$ cat src/rtl/song_player_pkg.sv
// Shared definitions for the song playback path: record layout, key codes, FSM states.
package song_player_pkg;

  localparam int KEY_MSB   = 27;
  localparam int KEY_LSB   = 26;
  localparam int START_MSB = 25;
  localparam int START_LSB = 13;
  localparam int DUR_MSB   = 12;
  localparam int DUR_LSB   = 0;

  localparam logic [1:0] KEY_NONE = 2'b00;
  localparam logic [1:0] KEY_DO   = 2'b01;
  localparam logic [1:0] KEY_RE   = 2'b10;
  localparam logic [1:0] KEY_MI   = 2'b11;

  localparam int          TICK_DIV_DEF = 500000;
  localparam logic [12:0] TIME_MAX     = 13'h1FFF;

  typedef enum logic [2:0] {
    S_IDLE,
    S_FETCH,
    S_LATCH,
    S_WAIT_START,
    S_PLAYING,
    S_DONE
  } state_t;

endpackage

$ cat src/rtl/song_player_tone_gen.sv
// Square-wave generator: toggles every half-period of the selected key.
module tone_gen
  import song_player_pkg::*;
#(
  parameter int HALF_DO = 95556,
  parameter int HALF_RE = 85131,
  parameter int HALF_MI = 75843
) (
  input  logic       clock,
  input  logic       reset_n,
  input  logic [1:0] key,
  input  logic       enable,
  output logic       tone_out
);

  localparam int HMAX  = (HALF_DO > HALF_RE) ? ((HALF_DO > HALF_MI) ? HALF_DO : HALF_MI)
                                             : ((HALF_RE > HALF_MI) ? HALF_RE : HALF_MI);
  localparam int CNT_W = $clog2(HMAX + 1);

  logic [CNT_W-1:0] cnt;
  logic [CNT_W-1:0] half_m1;
  logic [1:0]       key_q;

  always_comb begin
    half_m1 = '0;
    case (key)
      KEY_DO:  half_m1 = CNT_W'(HALF_DO - 1);
      KEY_RE:  half_m1 = CNT_W'(HALF_RE - 1);
      KEY_MI:  half_m1 = CNT_W'(HALF_MI - 1);
      default: half_m1 = '0;
    endcase
  end

  // A new key always starts from a clean low phase.
  always_ff @(posedge clock or negedge reset_n) begin
    if (!reset_n) begin
      cnt      <= '0;
      tone_out <= 1'b0;
      key_q    <= KEY_NONE;
    end else if (!enable || key != key_q) begin
      cnt      <= '0;
      tone_out <= 1'b0;
      key_q    <= key;
    end else if (cnt == half_m1) begin
      cnt      <= '0;
      tone_out <= ~tone_out;
    end else begin
      cnt <= cnt + 1'b1;
    end
  end

endmodule

$ cat src/rtl/song_player.sv
// Song playback: walks the song RAM and re-times each record against a 0.01 s tick.
module song_player
  import song_player_pkg::*;
#(
  parameter int TICK_DIV = TICK_DIV_DEF,
  parameter int ADDR_W   = 7,
  parameter int HALF_DO  = 95556,
  parameter int HALF_RE  = 85131,
  parameter int HALF_MI  = 75843
) (
  input  logic              clock,
  input  logic              reset_n,
  input  logic              play,
  input  logic              stop,
  output logic [ADDR_W-1:0] rd_addr,
  input  logic [27:0]       rd_data,
  output logic [1:0]        note_key,
  output logic              note_active,
  output logic              tone_out,
  output logic [12:0]       play_time,
  output logic              busy,
  output logic              done
);

  localparam int                DIV_W    = $clog2(TICK_DIV + 1);
  localparam logic [DIV_W-1:0]  DIV_LOAD = DIV_W'(TICK_DIV - 1);
  localparam logic [ADDR_W-1:0] ADDR_MAX = {ADDR_W{1'b1}};

  state_t            state, state_nxt;
  logic [DIV_W-1:0]  div_cnt;
  logic              tick, restart;
  logic [12:0]       pt_nxt;
  logic [ADDR_W-1:0] addr_nxt;
  logic [1:0]        key_nxt;
  logic              act_nxt;
  logic [12:0]       dur_cnt, dur_nxt;
  logic [1:0]        rec_key, rec_key_nxt;
  logic [12:0]       rec_start, rec_start_nxt;
  logic [12:0]       rec_dur, rec_dur_nxt;

  assign busy   = (state != S_IDLE);
  assign done   = (state == S_DONE);
  assign tick   = busy && (div_cnt == '0);
  assign pt_nxt = (tick && play_time != TIME_MAX) ? play_time + 13'd1 : play_time;

  always_ff @(posedge clock or negedge reset_n) begin
    if (!reset_n) state <= S_IDLE;
    else          state <= state_nxt;
  end

  always_comb begin
    state_nxt     = state;
    addr_nxt      = rd_addr;
    key_nxt       = note_key;
    act_nxt       = note_active;
    dur_nxt       = dur_cnt;
    rec_key_nxt   = rec_key;
    rec_start_nxt = rec_start;
    rec_dur_nxt   = rec_dur;
    restart       = 1'b0;
    if (stop) begin
      state_nxt = S_IDLE;
      key_nxt   = KEY_NONE;
      act_nxt   = 1'b0;
    end else if (play) begin
      state_nxt = S_FETCH;
      addr_nxt  = '0;
      key_nxt   = KEY_NONE;
      act_nxt   = 1'b0;
      restart   = 1'b1;
    end else begin
      case (state)
        S_FETCH: state_nxt = S_LATCH;
        S_LATCH: begin
          rec_key_nxt   = rd_data[KEY_MSB:KEY_LSB];
          rec_start_nxt = rd_data[START_MSB:START_LSB];
          rec_dur_nxt   = rd_data[DUR_MSB:DUR_LSB];
          if (rd_data[KEY_MSB:KEY_LSB] == KEY_NONE) begin
            state_nxt = S_DONE;
          end else if (rd_data[DUR_MSB:DUR_LSB] == 13'd0) begin
            addr_nxt  = rd_addr + 1'b1;
            state_nxt = S_FETCH;
          end else begin
            state_nxt = S_WAIT_START;
          end
        end
        S_WAIT_START: begin
          // Compare against the post-edge time so an on-time note starts with its tick.
          if (play_time == TIME_MAX) begin
            state_nxt = S_DONE;
          end else if (pt_nxt >= rec_start) begin
            dur_nxt   = rec_dur;
            key_nxt   = rec_key;
            act_nxt   = 1'b1;
            state_nxt = S_PLAYING;
          end
        end
        S_PLAYING: begin
          if (tick) begin
            if (dur_cnt <= 13'd1) begin
              dur_nxt = '0;
              key_nxt = KEY_NONE;
              act_nxt = 1'b0;
              if (rd_addr == ADDR_MAX) begin
                state_nxt = S_DONE;
              end else begin
                addr_nxt  = rd_addr + 1'b1;
                state_nxt = S_FETCH;
              end
            end else begin
              dur_nxt = dur_cnt - 13'd1;
            end
          end
        end
        S_DONE:  state_nxt = S_IDLE;
        default: state_nxt = S_IDLE;
      endcase
    end
  end

  always_ff @(posedge clock or negedge reset_n) begin
    if (!reset_n) begin
      rd_addr     <= '0;
      note_key    <= KEY_NONE;
      note_active <= 1'b0;
      dur_cnt     <= '0;
      rec_key     <= KEY_NONE;
      rec_start   <= '0;
      rec_dur     <= '0;
    end else begin
      rd_addr     <= addr_nxt;
      note_key    <= key_nxt;
      note_active <= act_nxt;
      dur_cnt     <= dur_nxt;
      rec_key     <= rec_key_nxt;
      rec_start   <= rec_start_nxt;
      rec_dur     <= rec_dur_nxt;
    end
  end

  always_ff @(posedge clock or negedge reset_n) begin
    if (!reset_n) begin
      div_cnt   <= DIV_LOAD;
      play_time <= '0;
    end else if (restart) begin
      div_cnt   <= DIV_LOAD;
      play_time <= '0;
    end else if (busy) begin
      div_cnt   <= tick ? DIV_LOAD : div_cnt - 1'b1;
      play_time <= pt_nxt;
    end
  end

  tone_gen #(
    .HALF_DO(HALF_DO),
    .HALF_RE(HALF_RE),
    .HALF_MI(HALF_MI)
  ) u_tone (
    .clock   (clock),
    .reset_n (reset_n),
    .key     (note_key),
    .enable  (note_active),
    .tone_out(tone_out)
  );

endmodule

$ cat config.mk
export PLATFORM = sky130hd
export DESIGN_NAME = song_player
export DESIGN_NICKNAME = d
export VERILOG_FILES = /design/src/rtl/song_player_pkg.sv /design/src/rtl/song_player_tone_gen.sv /design/src/rtl/song_player.sv
export SDC_FILE = /design/constraint.sdc
export NUM_CORES = 1
export LEC_CHECK = 0
export ABC_AREA = 1
export CAP_MARGIN = 5
export CORE_ASPECT_RATIO = 0.6
export CORE_MARGIN = 2
export CORE_UTILIZATION = 53
export DETAILED_ROUTE_END_ITERATION = 8
export PLACE_DENSITY = 0.74
export SETUP_SLACK_MARGIN = 0.15
export SLEW_MARGIN = 40
export SYNTH_ARGS = -nofsm -noshare
export SYNTH_HDL_FRONTEND = slang
export SYNTH_SLANG_ARGS = --single-unit
$ cat constraint.sdc
create_clock -name clock -period 2.55 [get_ports clock]
set_input_delay 0.51 -clock clock [delete_from_list [all_inputs] [get_ports clock]]
set_output_delay 0.51 -clock clock [all_outputs]
set_load 0.02 [all_outputs]
Word level (Yosys, flattened, before mapping). Cells that the tools add are included. Widths: inputs -> output; s select.

Register bits: 106. Bits of input ports: 32. Output and inout port bits: 26. Logic and storage cells: 116.

Add/subtract/negate cells: 5. Magnitude comparators: 2. Equal/unequal tests: 26. Muxes and demuxes: 49. Bitwise operators: 3. Reduce and logical (&&, ||, !) cells: 18.

Operators by type and width (count): $mux 13 (7); $mux 19 (3); $pmux 17 s3 (1); $mux 7 (6); $mux 17 (2); $pmux 13 s2 (1); $mux 3 (8); $logic_not 19->1 (1); $sub 19x1->19 const B (1); $add 17x1->17 const B (1); $eq 17x17->1 (1); $ne 4x4->1 const B (4); $ne 3x3->1 const B (5); $mux 2 (7); $pmux 7 s2 (1); $add 13x1->13 const B (1); $eq 13x13->1 const B (1); $ge 13x13->1 (1); $le 13x1->1 const B (1); $logic_not 13->1 (1); $ne 13x13->1 const B (1); $sub 13x1->13 const B (1); $pmux 3 s4 (1); $mux 1 (10); other kinds (24) (36).

Longest topological paths before layout. Gate-level depths: netlist (run 1).

Depth in word-level cells: 10. Gate-level depth with buffers: 22. Gate-level depth less buffers: 22.

By module. A second synthesis (run 1) with hierarchy kept.

Cell total of the unflattened synthesis: 850. Area, all modules: 6605.1 um^2.

By module, submodules not included: song_player (instances 1, cells an instance 670, area each 5227.5 um^2, seq. area each 2165.8 um^2); tone_gen (instances 1, cells an instance 180, area each 1377.6 um^2, seq. area each 500.5 um^2).

Worst setup path after synthesis (run 1). OpenSTA, ideal clock, no wires.

Kind: register -> register. Start point: reg play_time[0]. End point: reg dur_cnt[11]. Library setup time: 0.120 ns. Arrival: 2.863 ns. Required time: 2.430 ns. Slack: -0.433 ns. Stages on the path, launching flop included: 21. Buffers on the path: 2. Clock period less this slack: 2.983 ns. Cell sequence: dfrtp_1 ha_1 inv_1 nor2_4 nand3_2 nor2_4 nor2_4 buf_4 o21ai_0 inv_1 ha_1 nand2_1 nor2_1 inv_1 nor2_1 nand2_1 nand4_1 nand2_4 buf_8 nor2_4 nor2_2.

Cells in the longest elaborated chain, start to end: 6. Elaborated cells on any way between the ends: 9. Classes of those cells: 1 x add/sub; 1 x order compare; 4 x eq/ne; 1 x mux; 2 x reduce/logical.

RTL lines: start: declaration (RTL line song_player.sv:20) `output logic [12:0] play_time,`; start signal: assignment (RTL line song_player.sv:150) `play_time <= pt_nxt;`; branches (longest 5 deep; another with $add 13x1->13); $reduce_and 6->1 (no source line) *; end signal: assignment (RTL line song_player.sv:134) `dur_cnt <= dur_nxt;`; end: declaration (RTL line song_player.sv:36) `logic [12:0] dur_cnt, dur_nxt;`.

Every way passes the cells marked *. A chain may end at the register's enable or synchronous reset.

Final worst setup path (run 1).
Start point: reg div_cnt[0]. End point: reg dur_cnt[10].

Cells in the longest elaborated chain, start to end: 7. Elaborated cells on any way between the ends: 8. Classes of those cells: 1 x order compare; 2 x eq/ne; 1 x mux; 4 x reduce/logical.

RTL lines: start: declaration (RTL line song_player.sv:30) `logic [DIV_W-1:0] div_cnt;`; start signal: assignment (RTL line song_player.sv:149) `div_cnt <= tick ? DIV_LOAD : div_cnt - 1'b1;`; $logic_not 19->1 * (RTL line song_player.sv:43) `assign tick = busy && (div_cnt == '0);`; $logic_and 1x1->1 * (RTL line song_player.sv:43); $logic_and 1x1->1 (RTL line song_player.sv:44) `assign pt_nxt = (tick && play_time != TIME_MAX) ? play_time + 13'd1 : play_time;`; $mux 13 (RTL line song_player.sv:44); $ge 13x13->1 (RTL line song_player.sv:91) `end else if (pt_nxt >= rec_start) begin`; $ne 2x2->1 (no source line); $reduce_and 6->1 (no source line) *.

Every way passes the cells marked *; elsewhere a longest branch is shown, timed or not.

==> results of run 1 <==
-- power by group --
group / switching, W / internal, W / total [W]
clock: 0.000683 / 0.000734 / 0.00142
sequential: 0.000144 / 0.00189 / 0.00204
combinational: 0.000634 / 0.000481 / 0.00111
-- worst max-delay path by stage --
| stage | from | end | slack, ns |
|---|---|---|---|
| 2_1_floorplan | play_time[0] | dur_cnt[7] | -0.14 |
| 3_3_place_gp | div_cnt[0] | dur_cnt[1] | -0.29 |
| 3_5_place_dp | div_cnt[0] | dur_cnt[8] | -0.34 |
| 4_1_cts | div_cnt[5] | dur_cnt[1] | -0.25 |
| 5_1_grt | div_cnt[5] | dur_cnt[8] | -0.56 |
| 6_report | div_cnt[0] | dur_cnt[10] | -0.39 |
-- registers in the layout, indices dropped and copies added, names as in the netlist --
name and count:
rec_dur 13, dur_cnt 13, note_active 1, note_key 2, u_tone.cnt 17, div_cnt 19
rd_addr 7, rec_start 13, u_tone.tone_out 1, play_time 13, state 3, rec_key 2
u_tone.key_q 2
-- logic make-up (layout without fill, tap and decap cells) --
| kind of cell | after synthesis | after routing | share of synthesized area |
|---|---|---|---|
| buf+inv | 128 | 276 | 0.0798 |
| fa+ha+maj | 24 | 24 | 0.0471 |
| flops | 106 | 106 | 0.418 |
| simple gates | 418 | 418 | 0.296 |
| mux | 1 | 1 | 0.00177 |
| xor+xnor | 49 | 49 | 0.0685 |
| compound gates | 99 | 99 | 0.0887 |
-- routing by layer --
layer  vias up  global-route usage
li1       2897                   -
met1      2851               0.368
met2       218               0.449
met3        32              0.0561
met4         0              0.0820
met5         -                   0
-- cell type report --
cell class / instances / area, um2
Fill cell: 824 / 3070
Tap cell: 160 / 200
Timing Repair Buffer: 147 / 1320
Clock inverter: 5 / 42.5
Clock buffer: 11 / 253
Multi-Input combinational cell: 591 / 3550
Sequential cell: 106 / 2670
Inverter: 113 / 424
-- stage by stage --
stage / worst slack [ns] / util
floorplan: -0.137 / -
global route: -0.561 / 0.734
detailed placement: -0.341 / 0.673
finish: -0.394 / 0.734
global placement: -0.289 / 0.673
CTS: -0.249 / 0.722
-- cell usage after synthesis, types with 2 or more instances --
master    number  share of area
nand2_1      166          0.098
nor2_1       127          0.075
inv_1        106          0.062
dfrtp_1       95           0.37
nand3_1       43          0.034
o21ai_0       39          0.031
xor2_1        31          0.043
a21oi_1       29          0.023
ha_1          24          0.047
nand4_1       20          0.020
xnor2_1       17          0.023
nor3_1        14          0.011
dfstp_2       11          0.045
clkbuf_1       9         0.0053
nand2_2        9         0.0088
o21ai_2        9          0.012
nor2_2         8         0.0078
o21ai_1        8         0.0063
nor2_4         7          0.012
inv_2          5         0.0029
or2_2          5         0.0049
a21oi_2        4         0.0055
and2_1         4         0.0039
nand3_2        4         0.0063
o21a_1         4         0.0047
nand3b_1       3         0.0035
nor4_1         3         0.0029
a31oi_1        2         0.0020
buf_2          2         0.0016
buf_4          2         0.0024
clkinv_1       2         0.0012
nand2_4        2         0.0035
-- cells in the final DEF (no fill, tap or decap), drive strengths merged --
cell,count
nand2,177
nand4,20
clkdlybuf4s50,55
a21o,1
nor2,142
xor2,31
and2,4
or2,5
nand3b,3
dlymetal6s2s,1
o21a,4
nor3,15
o31ai,1
dfrtp,95
a31oi,2
a21oi,33
clkbuf,11
inv,115
nor4,3
clkinv,3
ha,24
o21ai,56
xnor2,18
o22ai,1
nand3,48
mux2,1
and3,1
buf,91
o21bai,1
dfstp,11
-- worst max-delay path: cells and delay by family (launching register included) --
family                   cells  cell delay [ns]
flip-flops                   1             0.54
adder cells (fa/ha/maj)      2             0.43
AND/OR/NAND/NOR             11             1.05
buffers and inverters        6             0.60
AO/OA/AOI/OAI                2             0.21
-- repair_timing --
item / 4_1_cts / 5_1_grt
setup endpoints to repair: 19 / 20
pin swaps: 7 / 22
gates resized for setup: 40 / 22
endpoints found under the hold margin: 0 / 0
gates cloned: 1 / 0
buffers inserted: 8 / 6
hold buffers: 0 / 0
==> impl_metrics.env, run 1 <==
export IMPL_status="finished with violations"
export IMPL_violations="setup timing"
export IMPL_design_area_mm2=0.00846
export IMPL_clock_sinks=106
export IMPL_rr_startpoint="div_cnt[0]"
export IMPL_portBuffers=57
export IMPL_cp_required_ns=2.79
export IMPL_grt_max_degree=40
export IMPL_cts_inserted_buffers=9
export IMPL_grt_use_total=0.271
export IMPL_maxClockFrequency_ghz=0.340
export IMPL_drc=0
export IMPL_grt_pass1_wl_mm=27.9
export IMPL_fin_crit_ns=2.94
export IMPL_yosysUniqueCellTypes=43
export IMPL_ys_warn_count=0
export IMPL_vias=5998
export IMPL_synth_ff_type="dfrtp_1"
export IMPL_hold_path_class="input pin to async pin"
export IMPL_path_cells="inv_2 -> ha_4 -> nand2_2 -> nor2_4 -> nand3_4 -> nor2_4 -> buf_6 -> buf_4 -> o21ai_2 -> inv_2 -> ha_4 -> nand2_2 -> nor2_4 -> inv_1 -> nor2_1 -> nand2_1 -> nand4_1 -> nand2_4 -> buf_12 -> nand2_1 -> o21ai_2"
export IMPL_ys_seq_elements=106
export IMPL_finalWirelength_mm=17.1
export IMPL_initial_core_util=0.554
export IMPL_setup_tns_ns=-6.92
export IMPL_hold_violations=0
export IMPL_drt_initial_drc_count=438
export IMPL_yosysSeqAreaShare=0.418
export IMPL_peakVddDrop_mv=0.336
export IMPL_final_cells=1133
export IMPL_start_kind="flip-flop"
export IMPL_final_nets=1024
export IMPL_finalSetupViolations=19
export IMPL_max_slew_margin=0.620
export IMPL_period_share=1.15
export IMPL_antenna_found_initial=0
export IMPL_cts_tree="built"
export IMPL_placed_area_mm2=0.00775
export IMPL_drt_met1_wl_mm=7.86
export IMPL_clockRootBuffer="clkbuf_16"
export IMPL_rsz0062_at_grt="yes"
export IMPL_end_kind="flip-flop"
export IMPL_gp_congestion=0.950
export IMPL_critPathMaxStageDelay_ns=0.54
export IMPL_area_growth_syn_to_layout_pct=32.6
export IMPL_crit_top_cell="nor2_4"
export IMPL_reg2reg_slack_ns=-0.39
export IMPL_async_flop_share=1.00
export IMPL_totalPowerFinal_w=0.00457
export IMPL_dp_hpwl_mm=12.2
export IMPL_critPathKind="flip-flop to flip-flop"
export IMPL_wl_met3_mm=1.08
export IMPL_p_leak_nw=3.91
export IMPL_synth_area_mm2=0.00638
export IMPL_r2r_cells=21
export IMPL_syn_avg_cell_area_um2=7.73
export IMPL_setup_ws_ns=-0.394
export IMPL_clock_latency_ns=0.36
export IMPL_maxSlewViolCount=0
export IMPL_drv_cap=0
export IMPL_met2_length_mm=7.92
export IMPL_synth_edff_count=0
export IMPL_power_density_mw_per_mm2=540
export IMPL_wl_per_cell_um=15.1
export IMPL_post_drt_via_cell_ratio=5.29
export IMPL_ctsHtreeMaxLevel=3
export IMPL_worstMarginPinSlew_ns=0.570
export IMPL_drtPass1Iterations=6
export IMPL_slowest_stage="dfstp_2"
export IMPL_synth_cells=825
export IMPL_clk_path_buf_depth=2
export IMPL_die_area_mm2=0.0130
export IMPL_path_clk_slew_ns=0.07
export IMPL_ios=58
export IMPL_drive_above_1_share=0.250
export IMPL_top_layer="met4"
export IMPL_coreArea_mm2=0.0115
export IMPL_syn_num_nets=881
export IMPL_place_inst=1102
export IMPL_n_antenna_cell=0
export IMPL_grt_pass1_vias=5829
export IMPL_fp_dieW_um=146
export IMPL_r2r_end="dur_cnt[10]"
export IMPL_critPathArrivalTime_ns=3.19
export IMPL_ant_nets=0
export IMPL_die_h_um=89.0
export IMPL_cp_max_fo=12
export IMPL_grt_overflow_total=0
export IMPL_fin_worst_skew_ns=0.0106
export IMPL_rows=30
export IMPL_timing_hold_ws_ns=0.137
Note: power is estimated with default switching activity, not from simulation.
==> run 2, diff against run 1 <==
CTS_CLUSTER_SIZE = 16   (was default)
SLEW_MARGIN = 20   (was 40)
==> results of run 2 <==
No change in the layout: final DEF, timing and power equal those of run 1.
==> run 3, diff against run 2 <==
CTS_CLUSTER_DIAMETER = 120   (was default)
SKIP_CTS_REPAIR_TIMING = 1   (was default)
==> impl_metrics.env, run 3 (synthesis results as in run 1) <==
export IMPL_status="finished with violations"
export IMPL_violations="setup timing"
export IMPL_drc=0
export IMPL_maxSlewViolCount=0
export IMPL_grt_pass1_wl_mm=26.3
export IMPL_final_nets=1015
export IMPL_drive_above_1_share=0.259
export IMPL_drtPass1Iterations=5
export IMPL_die_h_um=89.0
export IMPL_portBuffers=57
export IMPL_setup_ws_ns=-0.515
export IMPL_peakVddDrop_mv=0.318
export IMPL_ios=58
export IMPL_grt_use_total=0.254
export IMPL_hold_path_class="input pin to async pin"
export IMPL_clock_latency_ns=0.35
export IMPL_critPathKind="flip-flop to flip-flop"
export IMPL_setup_tns_ns=-8.68
export IMPL_rows=30
export IMPL_timing_hold_ws_ns=0.134
export IMPL_hold_violations=0
export IMPL_finalWirelength_mm=17.1
export IMPL_clockRootBuffer="clkbuf_16"
export IMPL_ant_nets=0
export IMPL_period_share=1.20
export IMPL_finalSetupViolations=19
export IMPL_initial_core_util=0.554
export IMPL_dp_hpwl_mm=12.2
export IMPL_fin_crit_ns=3.06
export IMPL_place_inst=1102
export IMPL_regMostFlops="div_cnt"
export IMPL_grt_overflow_total=0
export IMPL_die_area_mm2=0.0130
export IMPL_placed_area_mm2=0.00775
export IMPL_r2r_end="dur_cnt[8]"
export IMPL_final_common_cell="nand2_1"
export IMPL_grt_max_degree=40
export IMPL_fp_dieW_um=146
export IMPL_worstMarginPinSlew_ns=0.565
export IMPL_post_drt_via_cell_ratio=5.34
export IMPL_pre_cts_ws_ns=-0.341
export IMPL_max_slew_margin=0.623
export IMPL_cts_tree="built"
export IMPL_n_fill_cell=808
export IMPL_r2r_cells=17
export IMPL_critPathArrivalTime_ns=3.35
export IMPL_largest_reg_flops=19
export IMPL_top_regs="div_cnt: 19 flops, u_tone.cnt: 17 flops"
export IMPL_rsz0062_at_grt="yes"
export IMPL_clk_path_buf_depth=2
export IMPL_clock_sinks=106
export IMPL_vias=5999
export IMPL_start_kind="flip-flop"
export IMPL_fin_worst_skew_ns=0.0101
export IMPL_maxClockFrequency_ghz=0.326
export IMPL_rr_startpoint="play_time[10]"
export IMPL_wl_per_cell_um=15.2
export IMPL_antenna_found_initial=0
export IMPL_coreArea_mm2=0.0115
export IMPL_p_leak_nw=3.93
export IMPL_cts_inserted_buffers=9
export IMPL_area_growth_syn_to_layout_pct=33.8
export IMPL_design_area_mm2=0.00853
export IMPL_drt_initial_drc_count=434
export IMPL_n_antenna_cell=0
export IMPL_reg2reg_slack_ns=-0.51
export IMPL_final_cells=1124
export IMPL_end_kind="flip-flop"
export IMPL_gp_congestion=0.950
export IMPL_cp_required_ns=2.84
export IMPL_power_density_mw_per_mm2=534
export IMPL_cp_max_fo=7
export IMPL_final_cell_mix="nand2_1, nor2_1, inv_1"
export IMPL_drv_cap=0
export IMPL_grt_pass1_vias=5557
export IMPL_ctsHtreeMaxLevel=3
export IMPL_path_clk_slew_ns=0.08
-- run 3: cell types whose count changed in the layout (fill, tap and decap cells not counted), moves of 4 or more --
cell | before | now
buf_4 | 83 | 73
nand2_1 | 148 | 137
nand2_4 | 2 | 10
nand3_1 | 42 | 37
nand3_2 | 4 | 8
-- run 3: worst max-delay path, stage by stage, from the launching register on --
cell     delay [ns]
dfrtp_1        0.38
nand2_1        0.09
nor2_1         0.21
nand3_2        0.14
nor2_4         0.16
nor2_4         0.09
buf_6          0.15
o21ai_2        0.20
inv_2          0.07
ha_4           0.26
a21oi_1        0.17
nand2_1        0.13
a21oi_2        0.24
nand4_1        0.20
nand2_4        0.20
buf_12         0.16
nor2_4         0.04
a21oi_2        0.11
-- run 3: routing by layer --
metal	track usage	part of all wire	wire length, um
met1	0.361	0.46	7950
met2	0.405	0.46	7920
met5	0	0	0
met4	0.0642	0.013	230
met3	0.0546	0.058	997
-- run 3: worst max path at each step --
stage / startpoint / to / slack, ns / depth (start not counted)
after CTS: div_cnt[0] / dur_cnt[1] / -0.40 / 20
after global routing: div_cnt[5] / dur_cnt[1] / -0.62 / 18
after global placement: div_cnt[0] / dur_cnt[1] / -0.29 / 20
after detailed placement: div_cnt[0] / dur_cnt[8] / -0.34 / 20
after floorplan: play_time[0] / dur_cnt[7] / -0.14 / 20
final: play_time[10] / dur_cnt[8] / -0.51 / 17
-- run 3: per-stage QoR --
step                      power [W]  utilization
final                       0.00456        0.740
after global routing        0.00478        0.740
after CTS                   0.00443        0.698
after detailed placement    0.00304        0.673
after global placement      0.00298        0.673
after floorplan             0.00263            -
-- run 3: final cells by class --
| cell class | count | area [um2] | area share |
|---|---|---|---|
| Clock inverter | 5 | 42.5 | 0.00499 |
| Multi-Input combinational cell | 591 | 3670 | 0.431 |
| Clock buffer | 11 | 253 | 0.0296 |
| Timing Repair Buffer | 138 | 1270 | 0.148 |
| Inverter | 113 | 427 | 0.0500 |
| Tap cell | 160 | 200 | 0.0235 |
| Sequential cell | 106 | 2670 | 0.313 |
-- run 3: where the power goes --
part           switching, W  internal (W)
Combinational      0.000632      0.000479
Clock              0.000677      0.000734
Sequential         0.000145       0.00189
Total               0.00145       0.00310
